[src/rtl/stream_pkg.sv]
// Shared types and constants for the stream framing blocks.
package stream_pkg;

    typedef enum logic [1:0] {
        IDLE = 2'd0,
        PAY  = 2'd1,
        CSUM = 2'd2
    } framer_state_e;

    localparam logic [7:0] HEADER_DEFAULT = 8'hA5;

endpackage : stream_pkg

[src/rtl/stream_framer.sv]
// Wraps a byte stream into frames of HEADER, PAYLOAD_LEN payload beats and an XOR checksum.
// All framed beats leave through one registered output stage with valid/ready flow control.
module stream_framer
    import stream_pkg::*;
#(
    parameter int                    DATA_WIDTH  = 8,
    parameter int                    PAYLOAD_LEN = 4,
    parameter logic [DATA_WIDTH-1:0] HEADER      = DATA_WIDTH'(HEADER_DEFAULT)
) (
    input  logic                  clk,
    input  logic                  rst,
    input  logic                  s_valid,
    input  logic [DATA_WIDTH-1:0] s_data,
    output logic                  s_ready,
    output logic                  m_valid,
    output logic [DATA_WIDTH-1:0] m_data,
    output logic                  m_last,
    input  logic                  m_ready,
    output logic [15:0]           frame_count,
    output logic                  busy
);

    localparam int               CNT_W    = (PAYLOAD_LEN > 1) ? $clog2(PAYLOAD_LEN) : 1;
    localparam logic [CNT_W-1:0] LAST_IDX = CNT_W'(PAYLOAD_LEN - 1);

    framer_state_e         state_q;
    logic [CNT_W-1:0]      cnt_q;
    logic [DATA_WIDTH-1:0] csum_q;
    logic [DATA_WIDTH-1:0] csum_d;
    logic                  m_valid_q;
    logic [DATA_WIDTH-1:0] m_data_q;
    logic                  m_last_q;
    logic [15:0]           frame_count_q;
    logic                  load;

    // The output register may take a new beat when it is empty or being drained.
    assign load    = !m_valid_q || m_ready;
    assign s_ready = (state_q == PAY) && load;
    assign csum_d  = csum_q ^ s_data;

    always_ff @(posedge clk or posedge rst) begin
        if (rst) begin
            state_q       <= IDLE;
            cnt_q         <= '0;
            csum_q        <= '0;
            m_valid_q     <= 1'b0;
            m_data_q      <= '0;
            m_last_q      <= 1'b0;
            frame_count_q <= '0;
        end else begin
            case (state_q)
                IDLE: begin
                    if (load) begin
                        if (s_valid) begin
                            m_valid_q <= 1'b1;
                            m_data_q  <= HEADER;
                            m_last_q  <= 1'b0;
                            cnt_q     <= '0;
                            csum_q    <= '0;
                            state_q   <= PAY;
                        end else begin
                            m_valid_q <= 1'b0;
                        end
                    end
                end
                PAY: begin
                    if (load) begin
                        if (s_valid) begin
                            m_valid_q <= 1'b1;
                            m_data_q  <= s_data;
                            m_last_q  <= 1'b0;
                            csum_q    <= csum_d;
                            cnt_q     <= cnt_q + CNT_W'(1);
                            if (cnt_q == LAST_IDX) begin
                                state_q <= CSUM;
                            end
                        end else begin
                            m_valid_q <= 1'b0;
                        end
                    end
                end
                CSUM: begin
                    if (load) begin
                        m_valid_q     <= 1'b1;
                        m_data_q      <= csum_q;
                        m_last_q      <= 1'b1;
                        frame_count_q <= frame_count_q + 16'd1;
                        state_q       <= IDLE;
                    end
                end
                default: begin
                    state_q <= IDLE;
                end
            endcase
        end
    end

    assign m_valid     = m_valid_q;
    assign m_data      = m_data_q;
    assign m_last      = m_last_q;
    assign frame_count = frame_count_q;
    assign busy        = (state_q != IDLE) || m_valid_q;

endmodule : stream_framer
[config.mk]
export PLATFORM = sky130hd
export DESIGN_NAME = stream_framer
export DESIGN_NICKNAME = d
export VERILOG_FILES = /design/src/rtl/stream_pkg.sv /design/src/rtl/stream_framer.sv
export SDC_FILE = /design/constraint.sdc
export NUM_CORES = 1
export LEC_CHECK = 0
export BUFFER_PORTS_ARGS = -buffer_cell sky130_fd_sc_hd__buf_2
export CAP_MARGIN = 20
export CORE_ASPECT_RATIO = 1.5
export CORE_UTILIZATION = 54
export CTS_CLUSTER_DIAMETER = 80
export DETAILED_ROUTE_END_ITERATION = 10
export PLACE_DENSITY = 0.77
export SYNTH_ARGS = -nofsm -noshare
export SYNTH_HDL_FRONTEND = slang
export SYNTH_SLANG_ARGS = --single-unit
[constraint.sdc]
create_clock -name clk -period 1.97 [get_ports clk]
set_input_delay 0.197 -clock clk [delete_from_list [all_inputs] [get_ports clk]]
set_output_delay 0.197 -clock clk [all_outputs]
set_load 0.01 [all_outputs]
==> results.tsv, run 1 <==
metric	value	unit
wl_met1	1670	um
wl_met3	186	um
synthFlopType	dfrtp_1	
synth-async-reset-ratio	100	%
place_hpwl	2930	um
yosys_warnings	0	
die_x	52.1	um
fin_skew	4.63	ps
rows	27	
root_buffer	clkbuf_8	
netlist_area	2030	um^2
relSlewSlack	68.1	%
final_core_util	65.5	%
leakage	1.16	nW
final-hold-violation-count	0	
drtIter0Drc	48	
grt_pass1_vias	1459	
die_y	77.2	um
core	3650	um^2
grt_max_degree	39	
crit_start	state_q[1]$_DFFE_PP0P_	
ys_seq_elements	38	
antenna_found_initial	0	
rrSetupSlack	160	ps
postCtsHoldBufs	0	
sequential_cell_area	951	um^2
cts_sinks	38	
synthTopCellsByArea	dfrtp_1 (47%), xnor2_1 (6.0%), ha_1 (4.9%)	
clock_latency	290	ps
finalSetupTns	0	ps
ctsLongestPathBuffers	2	
initial_utilization	55.8	%
finalCritPeriodShare	92.0	%
ys_types	44	
required	1770	ps
p_per_area	1430	nW/um^2
die_area	4020	um^2
multi_input_area	1010	um^2
worst_slew_pin_slew	479	ps
hold_class	in2async	
drv_cap	0	
track_usage	21.8	%
ant_nets	0	
critPathCaptureType	output port	
clkTransAtPathRegs	80	ps
fmax	552	MHz
worst_setup_path_start_kind	flop	
r2r_start	state_q[0]$_DFFE_PP0P_	
status	finished, violations left	
ir_drop	0.00112	V
crit_end	s_ready	
post_drt_wl_per_cell	14.4	um
drt-total-wl	4030	um
areaGrowthSynthToFinish	17.5	%
synth_top_area_share	46.7	%
violations	design-rule violations	
syn_inst	189	
synth.largest_area_cell	dfrtp_1	
nets	256	
cts_setup_buffers	0	
syn_area_per_cell	10.8	um^2
antenna_cells	0	
drive_above_1_share	30.4	%
cts_resized	0	
place.gp.congestion	0.835	
grt_pass1_wl	6560	um
synthTopCellsByCount	dfrtp_1 (38), nand2_1 (24), xnor2_1 (14)	
path_max_fanout	20	
cts_made_buffers	5	
htree_levels	2	
maxSlewViolCount	0	
worstRegToRegCells	6	
rr_endpoint	state_q[0]$_DFFE_PP0P_	
overflow	0	
portBuffers	39	
dr_wl_met2	2120	um
cp.arrival	1610	ps
cts_tree	done	
routed_via_density	5.62	
synth_edf_count	0	
rsz0062_at_grt	false	
boundaryPins	40	
period_needed	1810	ps
yosysMostFrequentCell	dfrtp_1	
routed.top_layer	met4	
drc	2	
drt_pass1_iterations	7	
setup_viol	0	
synth_fp_nets	209	
ys_seq_area_share	46.7	%
crit_type	reg2out	
routed-via-count	1573	
num-fill-cells	308	
[where the power goes]
part           switching (W)  internal, W  total (W)
clock network       0.000277     0.000281   0.000558
logic               0.000903     0.000758    0.00166
registers           0.000198      0.00101    0.00121
total                0.00138      0.00205    0.00342
[final cells by class]
class	count	area share, %
Multi-Input combinational cell	138	42.2
Clock buffer	6	3.45
Clock inverter	2	0.523
Sequential cell	38	39.8
Timing Repair Buffer	48	11.0
Tap cell	43	2.25
Inverter	5	0.785
[worst max-delay path, stage by stage (launching register included)]
cell	delay, ps
dfrtp_1	430
inv_1	140
ha_1	220
buf_4	250
and2_2	170
buf_2	130
[layer usage]
layer	track usage, %	up-vias
met5	0	-
met4	7.30	0
met3	4.76	6
met2	38.7	37
met1	24.7	757
li1	-	773
[cell usage in the layout (no fill, tap or decap), types with 2 or more instances in the layout]
cell type / instances
buf_2: 39
dfrtp_1: 38
nand2_1: 24
xnor2_1: 14
nand3_1: 13
buf_4: 9
nand3b_1: 8
ha_1: 8
o21ai_1: 7
nand4b_1: 7
a22o_1: 6
clkbuf_8: 6
a21oi_1: 5
a22oi_1: 4
a21o_1: 4
inv_1: 4
nand4_1: 4
mux2_1: 3
nor2_1: 3
and3_1: 3
o21ai_0: 2
a22o_2: 2
o21a_1: 2
mux2_2: 2
[logic make-up after synthesis]
family | synth area share [%]
muxes | 2.77
AOI/OAI and AO/OA | 14.1
adders and majority gates | 4.92
DFF | 46.7
and+or+nand+nor | 21.4
xor gates and xnor gates | 6.46
buffers and inverters | 3.63
[worst min-delay path by stage]
stage	from	endpoint	slack [ps]	depth (start not counted)
5_1_grt	rst	frame_count[12]$_DFFE_PP0P_	60	3
3_3_place_gp	rst	m_data[6]$_DFFE_PP0P_	330	3
2_1_floorplan	s_data[7]	csum_q[7]$_DFFE_PP0P_	340	2
6_report	rst	frame_count[13]$_DFFE_PP0P_	7	3
4_1_cts	rst	frame_count[13]$_DFFE_PP0P_	20	3
3_5_place_dp	rst	frame_count[13]$_DFFE_PP0P_	340	3
[state kept, by name (all words and copies together) (netlist names)]
| signal | cells |
|---|---|
| m_data | 8 |
| state_q | 2 |
| m_last | 1 |
| cnt_q | 2 |
| m_valid | 1 |
| frame_count | 16 |
| csum_q | 8 |
[stage by stage]
step,hold slack (ps),area (um^2),cells,setup slack [ps],total power [W]
6_report,6.81,2390,280,158,0.00342
5_1_grt,62.7,2390,280,50.2,0.00367
4_1_cts,20.4,2390,280,149,0.00347
3_5_place_dp,338,2300,272,160,0.00289
3_3_place_gp,334,2300,272,202,0.00285
2_1_floorplan,340,2030,189,241,0.00242
Note: power is estimated with default switching activity, not from simulation.
==> inputs of run 2 (changes only) <==
--- a/config.mk
+++ b/config.mk
@@ -8,10 +8,11 @@
 export BUFFER_PORTS_ARGS = -buffer_cell sky130_fd_sc_hd__buf_2
 export CAP_MARGIN = 20
 export CORE_ASPECT_RATIO = 1.5
-export CORE_UTILIZATION = 54
+export CORE_UTILIZATION = 49
 export CTS_CLUSTER_DIAMETER = 80
 export DETAILED_ROUTE_END_ITERATION = 10
-export PLACE_DENSITY = 0.77
+export PLACE_DENSITY = 0.74
+export SKIP_LAST_GASP = 1
 export SYNTH_ARGS = -nofsm -noshare
 export SYNTH_HDL_FRONTEND = slang
 export SYNTH_SLANG_ARGS = --single-unit
==> constraint.sdc (replaced) <==
create_clock -name clk -period 1.5 [get_ports clk]
set_input_delay 0.15 -clock clk [delete_from_list [all_inputs] [get_ports clk]]
set_output_delay 0.15 -clock clk [all_outputs]
set_load 0.01 [all_outputs]
==> run 2 against run 1 <==
Effect of this change:
- the flow finishes with violations (negative setup slack)
- register-to-register slack lost 330 ps
- non-clock buffer count increased by 24
- critical path depth is the same
- routed wire length is 18% higher
- worst setup slack worse by 340 ps
- clock skew is 2.4 ps higher
- utilization is 6.2 points higher
- die area grew 9.9%
- sequential share of layout area is 6.3 points lower
==> results.tsv, run 2 (synthesis results as in run 1) <==
metric	value	unit	change
status	finished, violations left		
violations	negative setup slack		
rrSetupSlack	-170	ps	-330 ps
drc	0		-2
overflow	0		unchanged
core	3960	um^2	+8.5%
p_per_area	2010	nW/um^2	+40%
finalSetupTns	-3100	ps	-3100 ps
leakage	1.36	nW	+18%
initial_utilization	51.4	%	-4.4 points
grt_pass1_wl	7330	um	+12%
worst_setup_path_start_kind	flop		
die_x	54.6	um	+4.8%
clkTransAtPathRegs	80	ps	about the same
relSlewSlack	68.0	%	about the same
antenna_cells	0		unchanged
track_usage	23.6	%	+1.7 points
grt_max_degree	39		unchanged
clock_latency	300	ps	about the same
root_buffer	clkbuf_8		
grt_pass1_vias	1623		+11%
required	1350	ps	-420 ps
finalCritPeriodShare	112	%	
place.gp.congestion	0.809		-3.2%
path_max_fanout	9		-55%
routed-via-count	1705		+8.4%
worst_slew_pin_slew	479	ps	+0.148 ps
final-hold-violation-count	0		unchanged
crit_type	reg2out		
grt-busiest-layer	met2		
ir_drop	0.00174	V	+55%
r2r_start	state_q[0]$_DFFE_PP0P_		
portBuffers	39		unchanged
drtIter0Drc	27		-44%
drt_pass1_iterations	4		-3
htree_levels	2		unchanged
cts_sinks	38		unchanged
antenna_found_initial	0		unchanged
min_path_cells	3		
final_core_util	71.8	%	+6.2 points
ctsLongestPathBuffers	2		unchanged
min_from	s_data[7]		
critPathCaptureType	output port		
maxSlewViolCount	0		unchanged
cts_made_buffers	5		unchanged
cp.arrival	1530	ps	-80 ps
nets	280		+9.4%
grt_use_met3	4.68	%	-0.080 points
areaGrowthSynthToFinish	39.7	%	
rows	28		+3.7%
rr_endpoint	frame_count[6]$_DFFE_PP0P_		
die_area	4420	um^2	+9.9%
die_y	80.9	um	+4.8%
fin_skew	7.05	ps	+2.42 ps
met2_usage	41.8	%	+3.1 points
ant_nets	0		unchanged
routed_via_density	5.57		-0.82%
period_needed	1680	ps	
setup_slack	-184	ps	-342 ps
largest_reg_flops	16		unchanged
post_drt_wl_per_cell	15.6	um	+8.1%
cts_tree	done		
grt_use_met1	25.8	%	+1.1 points
drv_cap	0		unchanged
worst_hold_slack	125	ps	+118 ps
fmax	594	MHz	
drt-total-wl	4760	um	+18%
rsz0062_at_grt	true		
place_hpwl	3240	um	+10%
worstRegToRegCells	7		+1
min_to	csum_q[7]$_DFFE_PP0P_		
boundaryPins	40		unchanged
final_cell_mix	dfrtp_1 (37), buf_2 (37), buf_4 (23)		
drive_above_1_share	50.2	%	+20 points
hold_class	in2reg		
setup_viol	31		+31
-- run 2: final cells by class --
| type | instances | area, um^2 |
|---|---|---|
| multi-input combinational | 138 | 1220 |
| fill | 293 | 1120 |
| sequential | 38 | 952 |
| timing repair buffer | 72 | 492 |
| clock buffer | 6 | 82.6 |
| tap | 45 | 56.3 |
| inverter | 5 | 21.3 |
| clock inverter | 2 | 12.5 |
-- run 2: worst max path at each step --
stage | end | cells after the start | start | slack, ps
finish | s_ready | 5 | state_q[0]$_DFFE_PP0P_ | -180
global route | state_q[1]$_DFFE_PP0P_ | 6 | state_q[0]$_DFFE_PP0P_ | -240
CTS | s_ready | 5 | state_q[0]$_DFFE_PP0P_ | -170
detailed placement | m_last$_DFFE_PP0P_ | 6 | state_q[0]$_DFFE_PP0P_ | -200
global placement | state_q[0]$_DFFE_PP0P_ | 6 | state_q[0]$_DFFE_PP0P_ | -150
floorplan | cnt_q[0]$_DFFE_PP0P_ | 6 | state_q[1]$_DFFE_PP0P_ | -150
-- run 2: worst max-delay path, cell delays in order (launching register included) --
cell     delay (ps)
dfrtp_2         480
ha_4            200
buf_4           140
buf_6           130
and2_2          170
buf_6           120
-- run 2: through the flow --
stage	total power, W	worst slack (ps)	instance area (um^2)	instances
floorplan	0.00335	-151	2090	189
global placement	0.00416	-151	2470	291
detailed placement	0.00425	-205	2470	291
CTS	0.00540	-169	2710	305
global route	0.00606	-239	2840	306
finish	0.00571	-184	2840	306
-- run 2: power breakdown --
part | leakage [nW] | internal [W] | switching (W) | total (W)
Combinational | 0.819 | 0.00172 | 0.00163 | 0.00335
Clock | 0.0472 | 0.000370 | 0.000384 | 0.000753
Sequential | 0.494 | 0.00133 | 0.000283 | 0.00161
Total | 1.36 | 0.00342 | 0.00229 | 0.00571
-- run 2: layer usage --
layer	wire [um]	part of all wire [%]
met3	144	3.0
met2	2640	55
met1	1880	40
met4	97	2.0
met5	0	0
-- run 2: timing repair --
item                                   4_1_cts  5_1_grt
resized for setup                           24       31
cloned                                       1        0
setup buffers                                4        1
endpoints found under the hold margin       38        0
hold buffers                                 1        0
pin swaps                                   12       16
setup endpoints to repair                   36       38
==> inputs of run 3 (changes only) <==
--- a/config.mk
+++ b/config.mk
@@ -5,14 +5,16 @@
 export SDC_FILE = /design/constraint.sdc
 export NUM_CORES = 1
 export LEC_CHECK = 0
+export ABC_AREA = 1
 export BUFFER_PORTS_ARGS = -buffer_cell sky130_fd_sc_hd__buf_2
 export CAP_MARGIN = 20
 export CORE_ASPECT_RATIO = 1.5
-export CORE_UTILIZATION = 49
+export CORE_UTILIZATION = 50
 export CTS_CLUSTER_DIAMETER = 80
 export DETAILED_ROUTE_END_ITERATION = 10
-export PLACE_DENSITY = 0.74
+export PLACE_DENSITY = 0.75
 export SKIP_LAST_GASP = 1
+export SLEW_MARGIN = 15
 export SYNTH_ARGS = -nofsm -noshare
 export SYNTH_HDL_FRONTEND = slang
 export SYNTH_SLANG_ARGS = --single-unit
==> run 3 against run 2 <==
Effect of this change:
- the flow still finishes with violations (negative setup slack)
- die area grew 7.2%
- first-iteration DRC count grew to 2.7 times the previous value
- clock power shrank 0.7%
- count of clock-buffer cells in the layout is the same
- sequential share of layout area shrank 0.13 points
- synthesized area grew 9.6%
- flip-flop and latch count is the same
- total power shrank 6.1%
- synthesized cell count grew 52%
- hold slack lost 24 ps
- critical endpoint unchanged
==> results.tsv, run 3 <==
metric	value	unit	change
clock_latency	290	ps	about the same
cts_sinks	38		unchanged
ant_nets	0		unchanged
synth_fp_nets	307		+47%
crit_type	reg2out		
p_per_area	1880	nW/um^2	-6.5%
crit_family	flip-flops		
synth-async-reset-ratio	100	%	unchanged
r2r_start	state_q[0]$_DFFE_PP0P_		
worstRegToRegCells	8		+1
fin_skew	3.63	ps	-3.42 ps
ys_seq_elements	38		unchanged
htree_levels	2		unchanged
cts_made_buffers	5		unchanged
root_buffer	clkbuf_8		
final_cell_mix	nand2_1 (99), dfrtp_1 (37), buf_2 (37)		
synth_mux_area_share	0	%	-2.8 points
drt-total-wl	5060	um	+6.3%
synthXorXnorAreaFrac	3.14	%	-3.3 points
antenna_found_initial	0		unchanged
ys_seq_area_share	42.6	%	-4.1 points
switching_power	0.00233	W	+1.4%
maxSlewViolCount	0		unchanged
largest_reg_flops	16		unchanged
worst_slew_pin_slew	486	ps	+7.08 ps
place_hpwl	3640	um	+12%
cp.arrival	1380	ps	-150 ps
setup_viol	4		-87%
p_clk_share	13.9	%	+0.7 points
combPwrFrac	54.4	%	-4.3 points
ir_drop	0.00125	V	-28%
drive_above_1_share	31.1	%	-19 points
final-hold-violation-count	0		unchanged
synthAdderAreaFrac	4.49	%	-0.43 points
layout.cells.non_filler	397		+30%
post_drt_wl_per_cell	12.8	um	-18%
min_from	s_valid		
period_needed	1530	ps	-158 ps
die_y	83.8	um	+3.5%
synth_top_area_share	42.6	%	-4.1 points
intPower	0.00304	W	-11%
track_usage	23.0	%	-0.57 points
nets	370		+32%
synth.largest_area_cell	dfrtp_1		
netlist_area	2230	um^2	+9.6%
final_core_util	67.2	%	-4.6 points
path_buf_inv	4		+1
antenna_cells	0		unchanged
synth_top_family_by_area	simple AND/OR/NAND/NOR gates		
grt_pass1_vias	2000		+23%
routed_via_density	5.16		-7.5%
rr_endpoint	m_data[0]$_DFFE_PP0P_		
rows	29		+3.6%
seq_power_share	31.6	%	+3.4 points
final_common_cell	nand2_1		
relSlewSlack	67.6	%	-0.47 points
die_area	4740	um^2	+7.2%
leakage	1.51	nW	+11%
placed_cells	383		+32%
critPathCaptureType	output port		
grt_pass1_wl	8580	um	+17%
core	4250	um^2	+7.2%
place.gp.congestion	0.854		+5.7%
ys_types	26		-41%
finalCritPeriodShare	102	%	-11 points
p_sw_share	43.4	%	+3.2 points
initial_utilization	52.5	%	+1.1 points
synthFlopType	dfrtp_1		
required	1350	ps	about the same
violations	negative setup slack		
p_total	0.00536	W	-6.1%
preCtsSetupSlack	-144	ps	+61.0 ps
synth_compound_area_share	8.87	%	-5.2 points
hold_class	in2reg		
syn_inst	287		+52%
path_max_fanout	4		-5
cts_tree	done		
drv_cap	0		unchanged
worst_hold_slack	101	ps	-23.8 ps
clkTransAtPathRegs	80	ps	about the same
yosys_warnings	0		unchanged
fmax	655	MHz	+10%
drc	0		unchanged
syn_area_per_cell	7.77	um^2	-28%
die_x	56.5	um	+3.5%
cpMaxStageDelayCell	dfrtp_2		
synth_simple_gate_area_share	34.1	%	+13 points
min_to	m_valid$_DFFE_PP0P_		
cp.depth	6		+1
overflow	0		unchanged
rrSetupSlack	-10	ps	+160 ps
min_path_cells	3		unchanged
status	finished, violations left		
crit_top_cell	buf_6		
synth_edf_count	0		unchanged
portBuffers	39		unchanged
setup_slack	-26.5	ps	+158 ps
cp_slowest_stage_delay	450	ps	-30 ps
synthTopCellsByArea	dfrtp_1 (43%), nand2_1 (18%), inv_1 (5.2%)		
boundaryPins	40		unchanged
synthTopCellsByCount	nand2_1 (104), dfrtp_1 (38), inv_1 (31)		
yosysMostFrequentCell	nand2_1		
worst_setup_path_start_kind	flop		
areaGrowthSynthToFinish	27.9	%	
ctsLongestPathBuffers	2		unchanged
drtIter0Drc	73		+170%
drt_pass1_iterations	6		+2
rsz0062_at_grt	true		
grt_max_degree	39		unchanged
path_cells	buf_6, ha_4, buf_6, nand2_2, inv_2, buf_6		
routed-via-count	2047		+20%
run 3: changes by cell type after synthesis, moves of 7 or more:
cell / change
nand2_1: +80
inv_1: +27
nor2_1: +20
xnor2_1: -12
o21ai_2: +9
nand4b_1: -7
run 3: cells by family (layout without fill, tap and decap cells):
| group | after synthesis | count (layout) |
|---|---|---|
| adder cells (fa/ha/maj) | 8 | 8 |
| flip-flops | 38 | 38 |
| XOR/XNOR | 8 | 8 |
| buffers and inverters | 37 | 101 |
| AO/OA/AOI/OAI | 27 | 27 |
| AND/OR/NAND/NOR | 169 | 169 |
run 3: final cells by class:
cell class	count	area (um^2)
clock buffers	6	82.6
clock inverters	2	12.5
fillers	362	1390
inverters	33	124
multi-input cells	212	1220
flip-flops and latches	38	952
well taps	46	57.6
repair buffers	60	399
run 3: layer usage:
metal | up-vias | GRT usage (%) | share of wire [%]
li1 | 1025 | - | -
met1 | 966 | 25.2 | 41
met2 | 42 | 41.1 | 53
met3 | 14 | 3.57 | 2.9
met4 | 0 | 12.6 | 3.1
met5 | - | 0 | 0
run 3: worst max-delay path by stage:
stage                                      start                    end
after floorplan           state_q[1]$_DFFE_PP0P_  csum_q[7]$_DFFE_PP0P_
after global placement    state_q[0]$_DFFE_PP0P_   cnt_q[0]$_DFFE_PP0P_
after detailed placement  state_q[0]$_DFFE_PP0P_  csum_q[1]$_DFFE_PP0P_
after CTS                 state_q[0]$_DFFE_PP0P_  csum_q[1]$_DFFE_PP0P_
after global routing      state_q[1]$_DFFE_PP0P_  m_data[0]$_DFFE_PP0P_
final                     state_q[0]$_DFFE_PP0P_                s_ready
run 3: tightest hold or removal path: cells and delay by family:
family	cells	cell delay, ps
AOI/OAI and AO/OA	2	130
buffers and inverters	1	90
run 3: repair_timing:
action	4_1_cts	5_1_grt
endpoints found under the setup margin	30	33
setup buffers	2	3
cloned	0	0
gates resized for setup	10	23
pin swaps	2	15
endpoints found under the hold margin	38	0
hold buffers	1	0
run 3: power by group through the flow:
| stage | combinational (W) | sequential [W] | clock (W) |
|---|---|---|---|
| floorplan | 0.00155 | 0.00174 | 0 |
| global placement | 0.00237 | 0.00169 | 0 |
| detailed placement | 0.00243 | 0.00169 | 0 |
| CTS | 0.00260 | 0.00168 | 0.000767 |
| global route | 0.00322 | 0.00175 | 0.000812 |
| finish | 0.00292 | 0.00170 | 0.000748 |
run 3: stage by stage:
stage / area [um^2] / setup TNS (ps)
CTS: 2740 / -308
global route: 2850 / -1400
global placement: 2570 / -834
floorplan: 2230 / 0
detailed placement: 2570 / -1590
finish: 2850 / -42.2
